$ cat config.mk
export PLATFORM = sky130hd
export DESIGN_NAME = video_pixel_gen
export DESIGN_NICKNAME = d
export VERILOG_FILES = /design/src/rtl/video_pixel_gen.sv
export SDC_FILE = /design/constraint.sdc
export NUM_CORES = 1
export LEC_CHECK = 0
export ABC_AREA = 1
export ABC_CLOCK_PERIOD_IN_PS = 1840
export CAP_MARGIN = 20
export CORE_UTILIZATION = 46
export DETAILED_ROUTE_END_ITERATION = 10
export PLACE_DENSITY = 0.83
export SLEW_MARGIN = 0
export SYNTH_ARGS = -nofsm -noshare
export SYNTH_HDL_FRONTEND = slang
export SYNTH_SLANG_ARGS = --single-unit
export TNS_END_PERCENT = 1
$ cat constraint.sdc
create_clock -name sys_clock_i -period 1.84 [get_ports sys_clock_i]
set_input_delay 0.184 -clock sys_clock_i [delete_from_list [all_inputs] [get_ports sys_clock_i]]
set_output_delay 0.184 -clock sys_clock_i [all_outputs]
set_load 0.02 [all_outputs]
$ cat src/rtl/video_pixel_gen.sv
// video_pixel_gen: character-cell pixel generator behind video_crtc.
// Fetches code and glyph row once per character time and shifts the row out at
// the pixel rate. Pixels and syncs are both delayed by one character time.
module video_pixel_gen (
   input  logic        sys_clock_i,
   input  logic        reset_i,
   input  logic        clk1n_en_i,
   input  logic        pixel_en_i,
   input  logic        de_i,
   input  logic [13:0] ma_i,
   input  logic [4:0]  ra_i,
   input  logic        h_sync_i,
   input  logic        v_sync_i,
   input  logic        gfx_i,
   output logic [10:0] vram_addr_o,
   output logic        vram_req_o,
   input  logic        vram_ack_i,
   input  logic [7:0]  vram_data_i,
   output logic [10:0] rom_addr_o,
   output logic        rom_req_o,
   input  logic        rom_ack_i,
   input  logic [7:0]  rom_data_i,
   output logic        video_o,
   output logic        h_sync_o,
   output logic        v_sync_o,
   output logic        underrun_o
);

   typedef enum logic [1:0] {IDLE, VRAM, ROM, READY} state_t;

   state_t     state;
   logic       restart;
   logic       de_q;
   logic [4:0] ra_q;
   logic       gfx_q;
   logic [7:0] pending;
   logic       pending_inv;
   logic [7:0] shreg;
   logic       inv_q;
   logic       h_pipe;
   logic       v_pipe;
   logic       busy;
   logic       unused_ma;

   // Upper address bits select nothing inside the 2K video RAM.
   assign unused_ma = ^ma_i[13:11];

   // A fetch is still outstanding while waiting on either memory.
   always_comb begin
      busy = (state == VRAM) || (state == ROM);
   end

   // Fetch FSM: code from video RAM, then glyph row from character ROM.
   always_ff @(posedge sys_clock_i) begin
      if (reset_i) begin
         state       <= IDLE;
         restart     <= 1'b0;
         de_q        <= 1'b0;
         ra_q        <= '0;
         gfx_q       <= 1'b0;
         pending     <= '0;
         pending_inv <= 1'b0;
         vram_req_o  <= 1'b0;
         rom_req_o   <= 1'b0;
         vram_addr_o <= '0;
         rom_addr_o  <= '0;
         underrun_o  <= 1'b0;
      end else begin
         underrun_o <= 1'b0;
         if (clk1n_en_i) begin
            de_q        <= de_i;
            ra_q        <= ra_i;
            gfx_q       <= gfx_i;
            vram_addr_o <= ma_i[10:0];
            rom_req_o   <= 1'b0;
            restart     <= busy;
            if (busy) begin
               // Abort: requests drop on this edge so the stale ack is never
               // taken; the new character's fetch is launched from IDLE next cycle.
               underrun_o <= 1'b1;
               vram_req_o <= 1'b0;
               state      <= IDLE;
            end else if (de_i && (ra_i[4:3] == 2'b00)) begin
               vram_req_o <= 1'b1;
               state      <= VRAM;
            end else begin
               vram_req_o  <= 1'b0;
               pending     <= '0;
               pending_inv <= 1'b0;
               state       <= READY;
            end
         end else begin
            case (state)
               IDLE: begin
                  if (restart) begin
                     restart <= 1'b0;
                     if (de_q && (ra_q[4:3] == 2'b00)) begin
                        vram_req_o <= 1'b1;
                        state      <= VRAM;
                     end else begin
                        pending     <= '0;
                        pending_inv <= 1'b0;
                        state       <= READY;
                     end
                  end
               end
               VRAM: begin
                  if (vram_ack_i) begin
                     vram_req_o  <= 1'b0;
                     rom_req_o   <= 1'b1;
                     pending_inv <= vram_data_i[7];
                     rom_addr_o  <= {gfx_q, vram_data_i[6:0], ra_q[2:0]};
                     state       <= ROM;
                  end
               end
               ROM: begin
                  if (rom_ack_i) begin
                     rom_req_o <= 1'b0;
                     pending   <= rom_data_i;
                     state     <= READY;
                  end
               end
               default: begin
               end
            endcase
         end
      end
   end

   // Pixel shifter and sync delay: load on the character strobe, shift otherwise.
   always_ff @(posedge sys_clock_i) begin
      if (reset_i) begin
         shreg    <= '0;
         inv_q    <= 1'b0;
         h_pipe   <= 1'b0;
         v_pipe   <= 1'b0;
         h_sync_o <= 1'b0;
         v_sync_o <= 1'b0;
      end else if (clk1n_en_i) begin
         shreg    <= (state == READY) ? pending : '0;
         inv_q    <= (state == READY) && pending_inv;
         h_pipe   <= h_sync_i;
         v_pipe   <= v_sync_i;
         h_sync_o <= h_pipe;
         v_sync_o <= v_pipe;
      end else if (pixel_en_i) begin
         shreg <= {shreg[6:0], 1'b0};
      end
   end

   assign video_o = shreg[7] ^ inv_q;

endmodule

# Word-level counts from Yosys, hierarchy flattened
# Cells that the tools add are included.
[classes] mux=38 eq_ne=12 reduce_logical=21 bitwise=2
[op_table] op="$mux 8" count=9
[op_table] op="$mux 1" count=17
[op_table] op="$pmux 8 s2" count=1
[op_table] op="$ne 3x3->1 const B" count=5
[op_table] op="$mux 2" count=7
[op_table] op="$reduce_and 6->1" count=2
[op_table] op="$ne 2x2->1 const B" count=4
[op_table] op="$reduce_and 4->1" count=2
[op_table] op="$logic_not 2->1" count=3
[op_table] op="$pmux 1 s2" count=3
[op_table] op="$pmux 2 s3" count=1
[op_table] op="$reduce_and 3->1" count=2
[op_table] op="$reduce_bool 2->1" count=3
[op_table] op="$reduce_bool 3->1" count=2
[op_table] op="$eq 2x2->1 const B" count=2
[op_table] op="$reduce_bool 4->1" count=1
[op_table] op="$reduce_or 2->1" count=2
[op_table] op="$logic_and 1x1->1" count=3
[op_table] op="$eq 2x1->1 const B" count=1
[op_table] op="$logic_or 1x1->1" count=1
[op_table] op="$not 1->1" count=1
[op_table] op="$xor 1x1->1" count=1
[totals] ff_bits=57 word_cells=91 out_inout_bits=28 input_bits=45

# Logic depth before layout (Yosys ltp)
# Gate-level depths: netlist of the first run.
[depth] ltp_word=6 depth_mapped=11 mapped_depth_nobuf=11

# Least setup slack after synthesis of the first run
# No wires, ideal clock.
[synth_timing] path_type="register -> register" from="register state[0]" to="register pending[0]" slack_ns=0.429 path_stages_with_launch=10 t_arrival_ns=1.348 setup_time_ns=0.064 synth_period_minus_slack_ns=1.411 cell_sequence="dfxtp_1 > inv_1 > ha_1 > nand2_1 > nand2_1 > nor2_4 > nand2_4 > inv_2 > nor2_1 > nor2_1"
[synth_via] elab_chain_cells=4
[synth_rtl] element="start: declaration" line="31" text="state_t state;"
[synth_rtl] element="start signal: assignment" line="56" text="state <= IDLE;"
[synth_rtl] element="start signal: assignment" line="82" text="state <= IDLE;"
[synth_rtl] element="start signal: assignment" line="85" text="state <= VRAM;"
[synth_rtl] element="$eq 2x1->1 / $eq 2x2->1 (equally long branches)" line="50" text="busy = (state == VRAM) || (state == ROM);"
[synth_rtl] element="$logic_or 1x1->1 (*)" line="50"
[synth_rtl] element="named net busy" line="42" text="logic busy;"
[synth_rtl] element="$ne 2x2->1 (no source line) (*)"
[synth_rtl] element="$reduce_and 6->1 (no source line) (*)"
[synth_rtl] element="end signal: assignment" line="119" text="pending <= rom_data_i;"
[synth_rtl] element="end: declaration" line="36" text="logic [7:0] pending;"
# The timed path passes the listed nets; every way through them passes the cells marked *.
# A chain may end at the register's enable or synchronous reset.

# Worst setup path in the final report of the first run
[layout_timing] from="register state[0]" to="register pending[6]"
[layout_via] elab_chain_cells=4
[layout_rtl] element="$eq 2x1->1 / $eq 2x2->1 (equally long branches)" line="50, 93"
[layout_rtl] element="$logic_or 1x1->1" line="50"
[layout_rtl] element="$ne 2x2->1 (no source line)"
[layout_rtl] element="$reduce_and 6->1 (no source line)"
# Parallel ways exist; a longest one is shown, timed or not.

==> flow_summary.ini, run 1 <==
[routing]
drc = 0
wirelength_um = 5220
drt_iter0_drc = 58
detail_route.wl_per_cell_um = 11.1
dr.pass1.iters = 4
vias_per_cell = 4.78
antenna_violating_nets_post_route = 0
number_of_vias_in_the_routed_layout = 2255

[synth]
dominant_combinational_cell_family_by_area_after_synthesis = simple AND/OR/NAND/NOR gates
yosys_warnings = 0
compound_gate_fraction_of_synth_area_pct = 14.9
netlist_area_sq_mm = 0.00239
synth_xor_area_share_pct = 0.367
synth.area.mux_share_pct = 0
yosys.area_share.adder_pct = 2.62
yosys.area_share.simple_pct = 27.4
synthesized_netlist_cell_count = 327
syn-num-nets = 377
synth.yosys.seq_area_share_pct = 47.8
yosys.cell_types.count = 25
synthesis.area_per_instance_sq_um = 7.30
synth-seq-cells = 57

[clock_network]
cts_num_sinks = 57
path_clk_slew_ps = 60
cts_tree = done
ctsHtreeMaxLevel = 3
ctsHoldBuffers = 0
tritoncts.num_buffers = 9
cts-resized-gates = 0
clk_latency_ps = 320
cts_root_buffer = sky130_fd_sc_hd__clkbuf_8
cts_setup_buffers = 0
clock_tree.buffer_depth = 2

[grt]
first_global_vias = 2013
grt_antenna_before_repair = 0
grt_first_pass_wirelength_um = 8580
grt_start_max_net_pins = 31
track_usage_pct = 20.6
globalRouteOverflowTotal = 0

[cells_and_area]
layout.cells.most_common_list = sky130_fd_sc_hd__nand2_1 (89), sky130_fd_sc_hd__clkdlybuf4s50_1 (69), sky130_fd_sc_hd__dfxtp_1 (57)
synthToLayoutAreaGrowth_pct = 39.4
postLayoutCellArea_sq_mm = 0.00333
finish.net_count = 450
most_frequent_standard_cell_in_the_layout_excluding_fill_and_tap_cells = sky130_fd_sc_hd__nand2_1
final_layout_size_suffix_gt1_share_pct = 7.65
antenna-diode-count = 0

[die]
start_util_pct = 49.3
die_width_um = 74.1
die_height_um = 74.1
rows = 25
ios = 73
core_sq_mm = 0.00485
design.die.area_sq_mm = 0.00548

[sta]
rsz0062_at_grt = no
layout_min_cycle_time_ps = 1720
finalSetupTns_ps = 0
worst_slew_margin_rel_pct = 76.7
timing_hold_violations_final = 0
setup_viol_count_final = 0
max_freq_ghz = 0.582
worstMarginPinSlew_ps = 349
fin_worst_skew_ps = 2.34
hold_slack_ps = 415
finalMaxSlewViolations = 0
layout_worst_path_cycle_share_pct = 93.3

[placed_design]
io_buffer_count = 69
detailed_place.area_sq_mm = 0.00316
routabilityCongestion = 0.847
place.detailed.hpwl_um = 3780

[setup_path]
timing.critical_path.required_ps = 2100
worstSetupEndpointType = register
setup.worst_path.class = reg -> reg
startpoint_type = register
cp_data_arrival_time_ps = 1970
critPathMaxFanout = 8

[pwr]
totalPowerFinal_w = 0.00398
power.leakage_nw = 1.34
power_density_mw_per_mm2 = 1200
max-vdd-ir-drop_mv = 0.782

[run]
timing.max_cap.violations = 0

[run_status]
result_of_the_run = finished clean

[hold_path]
timing.hold.worst.class = in -> reg
-- flip-flops by register name, indices dropped and copies added (netlist names) --
signal and count:
h_pipe 1, ra_q 5, de_q 1, rom_addr_o 11, inv_q 1, vram_req_o 1
underrun_o 1, state 2, gfx_q 1, v_sync_o 1, rom_req_o 1, shreg 8
pending 8, restart 1, pending_inv 1, vram_addr_o 11, v_pipe 1, h_sync_o 1
-- area by class of cell --
type	instances	area (sq um)
multi-input cells	228	1080
repair buffers	76	743
flip-flops and latches	57	1140
well taps	67	83.8
clock inverters	3	15.0
inverters	28	105
fillers	415	1520
clock buffers	13	159
-- report_power, final --
group	total [W]	internal, W	switching (W)
registers	0.00158	0.00146	0.000121
logic	0.00139	0.000573	0.000822
clock network	0.00101	0.000556	0.000453
total	0.00398	0.00258	0.00140
-- cell usage after synthesis, drive strengths merged --
cell type,count,area [sq um]
nand2,91,352
o32ai,1,8.76
dfxtp,57,1140
ha,5,62.6
nand3b,1,7.51
o21ai,25,125
buf,5,23.8
clkbuf,9,35.0
nor2,39,178
a21oi,37,185
or2,2,12.5
a31oi,6,37.5
nand3,19,100
nand4,1,6.26
xor2,1,8.76
inv,26,97.6
clkinv,2,7.51
-- final timing paths --
check | end | cells past startpoint | from | slack [ps]
worst max register to register | pending[6] | 11 | state[0] | 120
worst min-delay path | ra_q[1] | 3 | ra_i[1] | 420
worst max-delay path | pending[6] | 11 | state[0] | 120
worst min register to register | rom_addr_o[1] | 2 | rom_addr_o[1] | 440
-- stage by stage --
step	cells	worst slack [ps]	util (%)
2_1_floorplan	327	429	-
3_5_place_dp	456	162	65.1
4_1_cts	472	141	68.7
5_1_grt	472	13.0	68.7
3_3_place_gp	456	209	65.1
6_report	472	123	68.7
-- routing by layer --
metal | track usage [%] | up-vias | part of all wire [%]
met4 | 7.05 | 0 | 1.1
met2 | 34.4 | 76 | 45
met1 | 25.0 | 982 | 47
li1 | - | 1190 | -
met3 | 6.37 | 7 | 7.2
met5 | 0 | - | 0
-- cell families after synthesis --
family | after synthesis
xor+xnor | 1
buf+inv | 42
flops | 57
compound gates | 69
simple gates | 153
fa+ha+maj | 5
-- critical path, stage by stage (launching register included) --
cell,delay (ps)
sky130_fd_sc_hd__dfxtp_1,380
sky130_fd_sc_hd__inv_1,100
sky130_fd_sc_hd__ha_1,240
sky130_fd_sc_hd__inv_1,140
sky130_fd_sc_hd__nor2_1,70
sky130_fd_sc_hd__nand2_1,80
sky130_fd_sc_hd__inv_1,70
sky130_fd_sc_hd__nor2_4,220
sky130_fd_sc_hd__nand2_4,80
sky130_fd_sc_hd__inv_2,110
sky130_fd_sc_hd__nor2_1,70
sky130_fd_sc_hd__nor2_1,100
No activity file was read; power rests on OpenSTA's default activity.
==> run 2: changes to the inputs <==
--- a/config.mk
+++ b/config.mk
@@ -5,7 +5,6 @@
 export SDC_FILE = /design/constraint.sdc
 export NUM_CORES = 1
 export LEC_CHECK = 0
-export ABC_AREA = 1
 export ABC_CLOCK_PERIOD_IN_PS = 1840
 export CAP_MARGIN = 20
 export CORE_UTILIZATION = 46
==> run 2 against run 1 <==
Via count decreased by 6.3%. Clock skew increased by 7.0 ps. Clock-buffer cell count decreased by 1. Highest routed layer unchanged. Sequential share of layout area decreased by 0.98 points. Total power decreased by 11%. Area after synthesis decreased by 0.37%. Clock power increased by 33%. Critical path depth decreased by 3. Setup slack got worse by 86 ps.
==> flow_summary.ini, run 2 <==
[grt]
globalRouteOverflowTotal = 0
first_global_vias = 2019
track_usage_pct = 23.3
grt_first_pass_wirelength_um = 9420
grt_met1_use_pct = 28.4
gr-usage-met2_pct = 38.0
met3_usage_pct = 4.66
grt_start_max_net_pins = 33
most_used_layer_global_route = met2
grt_antenna_before_repair = 0

[cells_and_area]
filler_cell_count = 376
largestRegisters = rom_addr_o: 11 flops, vram_addr_o: 11 flops
antenna-diode-count = 0
most_frequent_standard_cell_in_the_layout_excluding_fill_and_tap_cells = sky130_fd_sc_hd__clkdlybuf4s50_1
finish.net_count = 391
layout.cells.most_common_list = sky130_fd_sc_hd__clkdlybuf4s50_1 (67), sky130_fd_sc_hd__dfxtp_1 (55), sky130_fd_sc_hd__nor2_1 (43)
fin_util_pct = 70.9
final_layout_size_suffix_gt1_share_pct = 11.0
postLayoutCellArea_sq_mm = 0.00344
synthToLayoutAreaGrowth_pct = 44.4

[synth]
synth.top_cells.by_count = sky130_fd_sc_hd__dfxtp_1 (57), sky130_fd_sc_hd__nor2_1 (43), sky130_fd_sc_hd__mux2i_1 (37), sky130_fd_sc_hd__nand2_1 (34), sky130_fd_sc_hd__a21oi_1 (16)
yosys.area_share.adder_pct = 2.63
synthFlopType = sky130_fd_sc_hd__dfxtp_1
yosys.area_share.simple_pct = 20.0
synth_xor_area_share_pct = 0.368
synth-async-reset-ratio_pct = 0
netlist_area_sq_mm = 0.00238
dominant_combinational_cell_family_by_area_after_synthesis = simple AND/OR/NAND/NOR gates
synth.area.mux_share_pct = 15.6
synthesized_netlist_cell_count = 266
synth-seq-cells = 57
synth.yosys.seq_area_share_pct = 47.9
yosys.cell_types.count = 30
yosys_warnings = 0
synth_most_common_cell = sky130_fd_sc_hd__dfxtp_1
cell_types_with_the_largest_area_share_after_synthesis = sky130_fd_sc_hd__dfxtp_1 (48%), sky130_fd_sc_hd__mux2i_1 (16%), sky130_fd_sc_hd__nor2_1 (6.8%)
synth_enable_flop_cells = 0
synthesis.area_per_instance_sq_um = 8.95
yosys.area.top_type_share_pct = 47.9
syn-num-nets = 316
yosysTopAreaCell = sky130_fd_sc_hd__dfxtp_1
compound_gate_fraction_of_synth_area_pct = 9.83

[die]
design.die.area_sq_mm = 0.00546
die_width_um = 73.9
die_height_um = 73.9
rows = 25
core_sq_mm = 0.00485
start_util_pct = 49.1
ios = 73

[clock_network]
clock_tree.buffer_depth = 2
ctsHtreeMaxLevel = 3
cts_tree = done
cts_num_sinks = 57
path_clk_slew_ps = 70
cts_root_buffer = sky130_fd_sc_hd__clkbuf_8
clk_latency_ps = 340
ctsHoldBuffers = 0
tritoncts.num_buffers = 9

[routing]
detail_route.wl_per_cell_um = 14.5
antenna_violating_nets_post_route = 0
dr.pass1.iters = 4
drc = 0
wirelength_um = 5980
number_of_vias_in_the_routed_layout = 2112
vias_per_cell = 5.11
drt_iter0_drc = 122

[sta]
finalMaxSlewViolations = 0
max_freq_ghz = 0.555
hold_slack_ps = 211
timing_hold_violations_final = 0
layout_min_cycle_time_ps = 1800
worstMarginPinSlew_ps = 480
setup_viol_count_final = 0
layout_worst_path_cycle_share_pct = 98.0
fin_worst_skew_ps = 9.37
worst_slew_margin_rel_pct = 68.0

[placed_design]
detailed_place.area_sq_mm = 0.00314
place.detailed.hpwl_um = 3650
routabilityCongestion = 0.878
io_buffer_count = 69

[pwr]
power.leakage_nw = 1.38
max-vdd-ir-drop_mv = 0.771
power_density_mw_per_mm2 = 1030

[setup_path]
worstSetupEndpointType = register
timing.critical_path.required_ps = 2060
worst_path_dominant_cell_family = buffers and inverters
cp_data_arrival_time_ps = 2030
timing.critical_path.cells = inv_2, ha_4, or3b_1, o211ai_1, buf_4, a21oi_4, buf_12, mux2i_1
cpPeakStageDelay_ps = 400
critPathMaxFanout = 8
setup.worst_path.class = reg -> reg
startpoint_type = register
path_buf_inv = 3
cp_slowest_cell = sky130_fd_sc_hd__or3b_1

[run]
timing.max_cap.violations = 0

[run_status]
result_of_the_run = finished clean

[hold_path]
timing.hold.worst.class = in -> reg
run 2: cell count changes after synthesis, moves of 4 or more:
| cell | before | now |
|---|---|---|
| sky130_fd_sc_hd__a21oi_1 | 37 | 16 |
| sky130_fd_sc_hd__nand3_1 | 18 | 4 |
| sky130_fd_sc_hd__mux2i_1 | 0 | 37 |
| sky130_fd_sc_hd__nor2_1 | 36 | 43 |
| sky130_fd_sc_hd__nand2b_1 | 0 | 11 |
| sky130_fd_sc_hd__inv_1 | 24 | 6 |
| sky130_fd_sc_hd__o21ai_0 | 25 | 1 |
| sky130_fd_sc_hd__clkbuf_1 | 8 | 12 |
| sky130_fd_sc_hd__a31oi_1 | 6 | 12 |
| sky130_fd_sc_hd__nand2_1 | 89 | 34 |
run 2: final timing paths:
kind | startpoint | to | slack [ps] | cells after the start
worst min-delay path | clk1n_en_i | de_q | 210 | 3
worst min register to register | rom_addr_o[5] | rom_addr_o[5] | 450 | 2
worst max-delay path | state[0] | pending[4] | 40 | 8
worst max register to register | state[0] | pending[4] | 40 | 8
run 2: through the flow:
stage          setup WS, ps  total power, W  TNS (ps)  instances
3_5_place_dp          -60.4         0.00208      -429        394
5_1_grt               -25.5         0.00369      -118        413
4_1_cts                37.6         0.00348         0        412
2_1_floorplan           114         0.00182         0        266
3_3_place_gp          -3.80         0.00207     -12.7        394
6_report               37.0         0.00355         0        413
run 2: cells by family (layout without fill, tap and decap cells):
family / Yosys count / in the layout
AO/OA/AOI/OAI: 38 / 38
flip-flops: 57 / 57
AND/OR/NAND/NOR: 106 / 106
XOR/XNOR: 1 / 1
adder cells (fa/ha/maj): 5 / 5
buffers and inverters: 22 / 102
multiplexers: 37 / 37
run 2: layout make-up:
class	instances	area, sq um	area share [%]
Clock buffer	12	155	4.52
Clock inverter	4	75.1	2.18
Tap cell	67	83.8	2.44
Sequential cell	57	1140	33.3
Multi-Input combinational cell	187	1180	34.3
Timing Repair Buffer	80	776	22.6
Inverter	6	22.5	0.655
run 2: routing by layer:
metal	part of all wire, %	routed length [um]
met1	44	2620
met2	50	2960
met3	4.4	264
met4	2.1	128
met5	0	0
run 2: worst min-delay path, delay by kind of cell:
family / cells / cell delay [ps]
and+or+nand+nor: 1 / 80
AOI/OAI and AO/OA: 1 / 60
buffers and inverters: 1 / 170
run 2: power breakdown:
part	total (W)	switching, W	internal, W
Combinational	0.000859	0.000424	0.000435
Sequential	0.00136	0.0000487	0.00131
Clock	0.00134	0.000500	0.000836
Total	0.00355	0.000972	0.00258
run 2: repair_timing:
item | 4_1_cts | 5_1_grt
endpoints found under the hold margin | 0 | 0
pin swaps | 2 | 0
setup buffers | 2 | 1
endpoints found under the setup margin | 9 | 10
gates resized for setup | 4 | 6
==> RTL change 1, RTL diff (settings of run 2) <==
Encoding of `state_t`: now Gray code (2 bits for 4 states).
--- a/src/rtl/video_pixel_gen.sv
+++ b/src/rtl/video_pixel_gen.sv
@@ -28,3 +28,3 @@
 
-   typedef enum logic [1:0] {IDLE, VRAM, ROM, READY} state_t;
+   typedef enum logic [1:0] {IDLE = 2'b00, VRAM = 2'b01, ROM = 2'b11, READY = 2'b10} state_t;
 
Formal check against the unedited RTL: same outputs for any inputs over 4 cycles, from zero or initial values and one cycle with reset_i high; so few cycles prove little.
==> RTL change 1 against run 2 <==
Wire length decreased by 7.7%; power decreased by 12%; cell area increased by 2.0%; via count about the same; sequential cell count unchanged; register-to-register slack improved by 130 ps; highest routed layer unchanged; critical path type is now flip-flop to output port; clock skew decreased by 2.8 ps; worst setup slack improved by 120 ps; critical endpoint is now video_o; synthesized area increased by 4.9%; combinational power decreased by 38%.
==> RTL change 1: results (changes against run 2) <==
arrival_ps: 1500  # -530 ps
ir_drop_mv: 0.851  # +10%
fin_nets: 389  # -0.51%
cp_max_fo: 2  # -6
wl_met2_mm: 2.80  # -5.6%
multiInputGateArea_mm2: 0.00126  # +6.6%
p_comb_frac: 0.170  # -0.072
wl_met1_mm: 2.41  # -8.1%
nClkBuffers: 11  # -1
synth_xor_area_frac: 0.00351  # -0.000173
synth_fa_ha_area_frac: 0.0251  # -0.00124
yosysUniqueCellTypes: 34  # +13%
post_drt_wl_per_cell_um: 13.3  # -7.9%
pg_clk_uw: 1290  # -4%
max-slew-margin-rel: 0.657  # -0.0229
n_all_buffers: 78  # -2.5%
power_switching_uw: 783  # -20%
hold_depth: 2  # -1
gp_congestion: 0.763  # -13%
use_met3: 0.0463  # -0.000343
skew_ps: 6.54  # -2.83 ps
reg2reg_depth: 7  # -1
hp-start: "reset_i"
status: "finished, final reports clean"
grt_util_met2: 0.339  # -0.0405
bufAreaShareNonClock: 0.224  # -0.00158
nNonClkInverters: 3  # -3
==> RTL change 1: cell types whose count changed in the layout (fill, tap and decap cells not counted), moves of 4 or more <==
cell     delta
nand2_1    -15
nand3_1    +10
a31oi_1     -4
buf_4       -4
==> RTL change 1: per-stage QoR <==
step                      worst slack [ps]  cell area (µm²)  total power (µW)  cells  hold WS (ps)
after global routing                  41.9             3500              3270    414           325
after global placement                 122             3280              1860    398           441
final                                  157             3500              3140    414           301
after floorplan                        229             2500              1650    268           323
after detailed placement               110             3280              1880    398           450
after CTS                             97.2             3500              3170    414           295
==> RTL change 1: kinds of logic after synthesis <==
| kind of cell | after synthesis |
|---|---|
| buf+inv | 21 |
| compound gates | 35 |
| mux | 39 |
| fa+ha+maj | 5 |
| xor+xnor | 1 |
| flops | 57 |
| simple gates | 110 |
==> RTL change 1: what timing repair did <==
action / 4_1_cts / 5_1_grt
gates resized for setup: 0 / 2
hold buffers: 0 / 0
setup endpoints to repair: 0 / 20
==> RTL change 2, RTL diff (settings of run 2) <==
Without the edit above. Reset style: asynchronous (`reset_i`), changed in 2 clocked blocks.
--- a/src/rtl/video_pixel_gen.sv
+++ b/src/rtl/video_pixel_gen.sv
@@ -53,3 +53,3 @@
    // Fetch FSM: code from video RAM, then glyph row from character ROM.
-   always_ff @(posedge sys_clock_i) begin
+   always_ff @(posedge sys_clock_i or posedge reset_i) begin
       if (reset_i) begin
@@ -130,3 +130,3 @@
    // Pixel shifter and sync delay: load on the character strobe, shift otherwise.
-   always_ff @(posedge sys_clock_i) begin
+   always_ff @(posedge sys_clock_i or posedge reset_i) begin
       if (reset_i) begin
Formal check against the unedited RTL: differs if reset_i is asserted again (counterexample within 4 cycles, from zero or initial values and one cycle with reset_i high); with reset_i held inactive, the same outputs for 10 cycles.
==> RTL change 2 against run 2 <==
Die area grew 6.3%; clock skew is 1.1 ps lower; global-route usage shrank 3.7 points; worst hold slack got worse by 41 ps; sequential cell count stayed put; count of clock-buffer cells in the layout unchanged; wire length down 15%; cell area is 4.6% higher; worst setup slack improved by 64 ps; synthesized area grew 6.5%; core utilization shrank 1.8 points; highest routed layer unchanged.
Power is not compared: it rests on default switching activity, and its combinational part moved more than twofold at a synthesized area within 25%.
==> RTL change 2: results (changes against run 2) <==
status: "finished, final reports clean"
ys_seq_area_frac: 0.563  # +0.0835
antenna_found_initial: 0  # unchanged
min_to: "rom_req_o"
num-fill-cells: 402  # +6.9%
via_count: 1831  # -13%
utilization: 0.690  # -0.0183
first_global_vias: 1882  # -6.8%
cpPeakStageDelay_ps: 390
ys_warn_count: 0  # unchanged
ys_top_cells_by_area: "dfrtp_1 (56%), mux2_2 (15%), mux2i_1 (3.6%)"
grt_start_max_net_pins: 58  # +76%
grt_pass1_wl_mm: 8.77  # -6.9%
numCtsBuffers: 9  # unchanged
slowest_stage: "dfrtp_1"
drv_cap: 0  # unchanged
top_regs: "rom_addr_o (11), vram_addr_o (11)"
synth_nets: 250  # -21%
synthCells: 200  # -25%
drtIter0Drc: 138  # +13%
cp_max_fo: 4  # -4
clock-root-buffer: "clkbuf_8"
hold_ws_ps: 171  # -40.6 ps
dpl.hpwl_mm: 3.60  # -1.5%
grt_usage: 0.196  # -0.0372
r2r-start: "state[0]"
max-slew-margin-rel: 0.712  # +0.0325
ir_drop_mv: 0.725
reg2reg_to: "vram_req_o"
routed_via_density: 5.16  # +0.86%
antenna_cells: 0  # unchanged
hold_depth: 2  # -1
fin_nets: 331  # -15%
cts-htree-levels: 3  # unchanged
place_ws_ps: -0.578  # +59.8 ps
reg2reg_depth: 6  # -2
post_dp_cell_area_mm2: 0.00336  # +6.9%
gp_congestion: 0.814  # -7.4%
clk_pin_slew_ps: 60
post_drt_wl_per_cell_um: 14.2  # -1.6%
synth_commonest_cells: "dfrtp_1 (57), mux2_2 (33), nand2_1 (17), o21ai_0 (15), mux2i_1 (9)"
skew_ps: 8.30  # -1.07 ps
dr.pass1.iters: 4  # unchanged
hp-start: "clk1n_en_i"
drive_above_1_share: 0.253  # +0.143
synthArstFlopShare: 1.00  # +1.00
post-place-cells: 339  # -14%
rrSetupSlack_ps: 100  # +60 ps
hold_class: "primary input to flip-flop"
yosysUniqueCellTypes: 38  # +27%
[RTL change 2: changes by cell type in the layout (fill, tap and decap cells not counted), moves of 7 or more]
cell      delta
a21oi_1     -15
mux2_2      +33
nor2_1      -37
dfrtp_1     +57
o31ai_1      +7
nand2b_1    -10
a31oi_1     -12
nand2_1     -17
o21ai_0     +14
mux2i_1     -28
dfxtp_1     -55
[RTL change 2: layout make-up]
class / instances / area share
flip-flops and latches: 57 / 0.397
repair buffers: 81 / 0.226
well taps: 70 / 0.0244
clock inverters: 3 / 0.0181
multi-input cells: 126 / 0.288
clock buffers: 12 / 0.0404
inverters: 6 / 0.00627
[RTL change 2: what timing repair did]
item                                    CTS  global route
setup buffers                             1             0
gates resized for setup                   0             6
hold endpoints to repair                  0             0
endpoints found under the setup margin    1             1
[RTL change 2: critical path, delay by kind of cell (launching register included)]
kind	cells	cell delay [ps]
compound gates	2	450
flops	1	390
mux	1	340
fa+ha+maj	1	210
simple gates	1	150
buf+inv	1	60
[RTL change 2: where the power goes]
| group | total [µW] | switching (µW) | internal, µW |
|---|---|---|---|
| sequential | 1740 | 165 | 1570 |
| clock | 1250 | 461 | 791 |
| combinational | 1830 | 881 | 950 |
[RTL change 2: layer usage]
| metal | global-route usage | part of all wire | routed length (µm) | vias up |
|---|---|---|---|---|
| li1 | - | - | - | 872 |
| met1 | 0.237 | 0.42 | 2130 | 894 |
| met2 | 0.314 | 0.51 | 2560 | 52 |
| met3 | 0.0551 | 0.048 | 244 | 13 |
| met4 | 0.110 | 0.025 | 125 | 0 |
| met5 | 0 | 0 | 0 | - |
[RTL change 2: how the worst max path moves through the flow]
| stage | from | to | slack [ps] | cells after the start |
|---|---|---|---|---|
| final | state[0] | vram_req_o | 100 | 6 |
| after global routing | state[0] | vram_req_o | 20 | 6 |
| after CTS | state[0] | vram_req_o | 10 | 6 |
| after detailed placement | state[0] | vram_req_o | -0.6 | 5 |
| after global placement | state[0] | vram_req_o | 80 | 5 |
| after floorplan | state[0] | vram_req_o | 60 | 7 |
[RTL change 2: cell families after synthesis]
| logic type | count (synthesis) | synth area share |
|---|---|---|
| AO/OA/AOI/OAI | 38 | 0.105 |
| XOR/XNOR | 1 | 0.00346 |
| adder cells (fa/ha/maj) | 5 | 0.0247 |
| buffers and inverters | 17 | 0.0365 |
| flip-flops | 57 | 0.563 |
| multiplexers | 43 | 0.187 |
| AND/OR/NAND/NOR | 39 | 0.0805 |
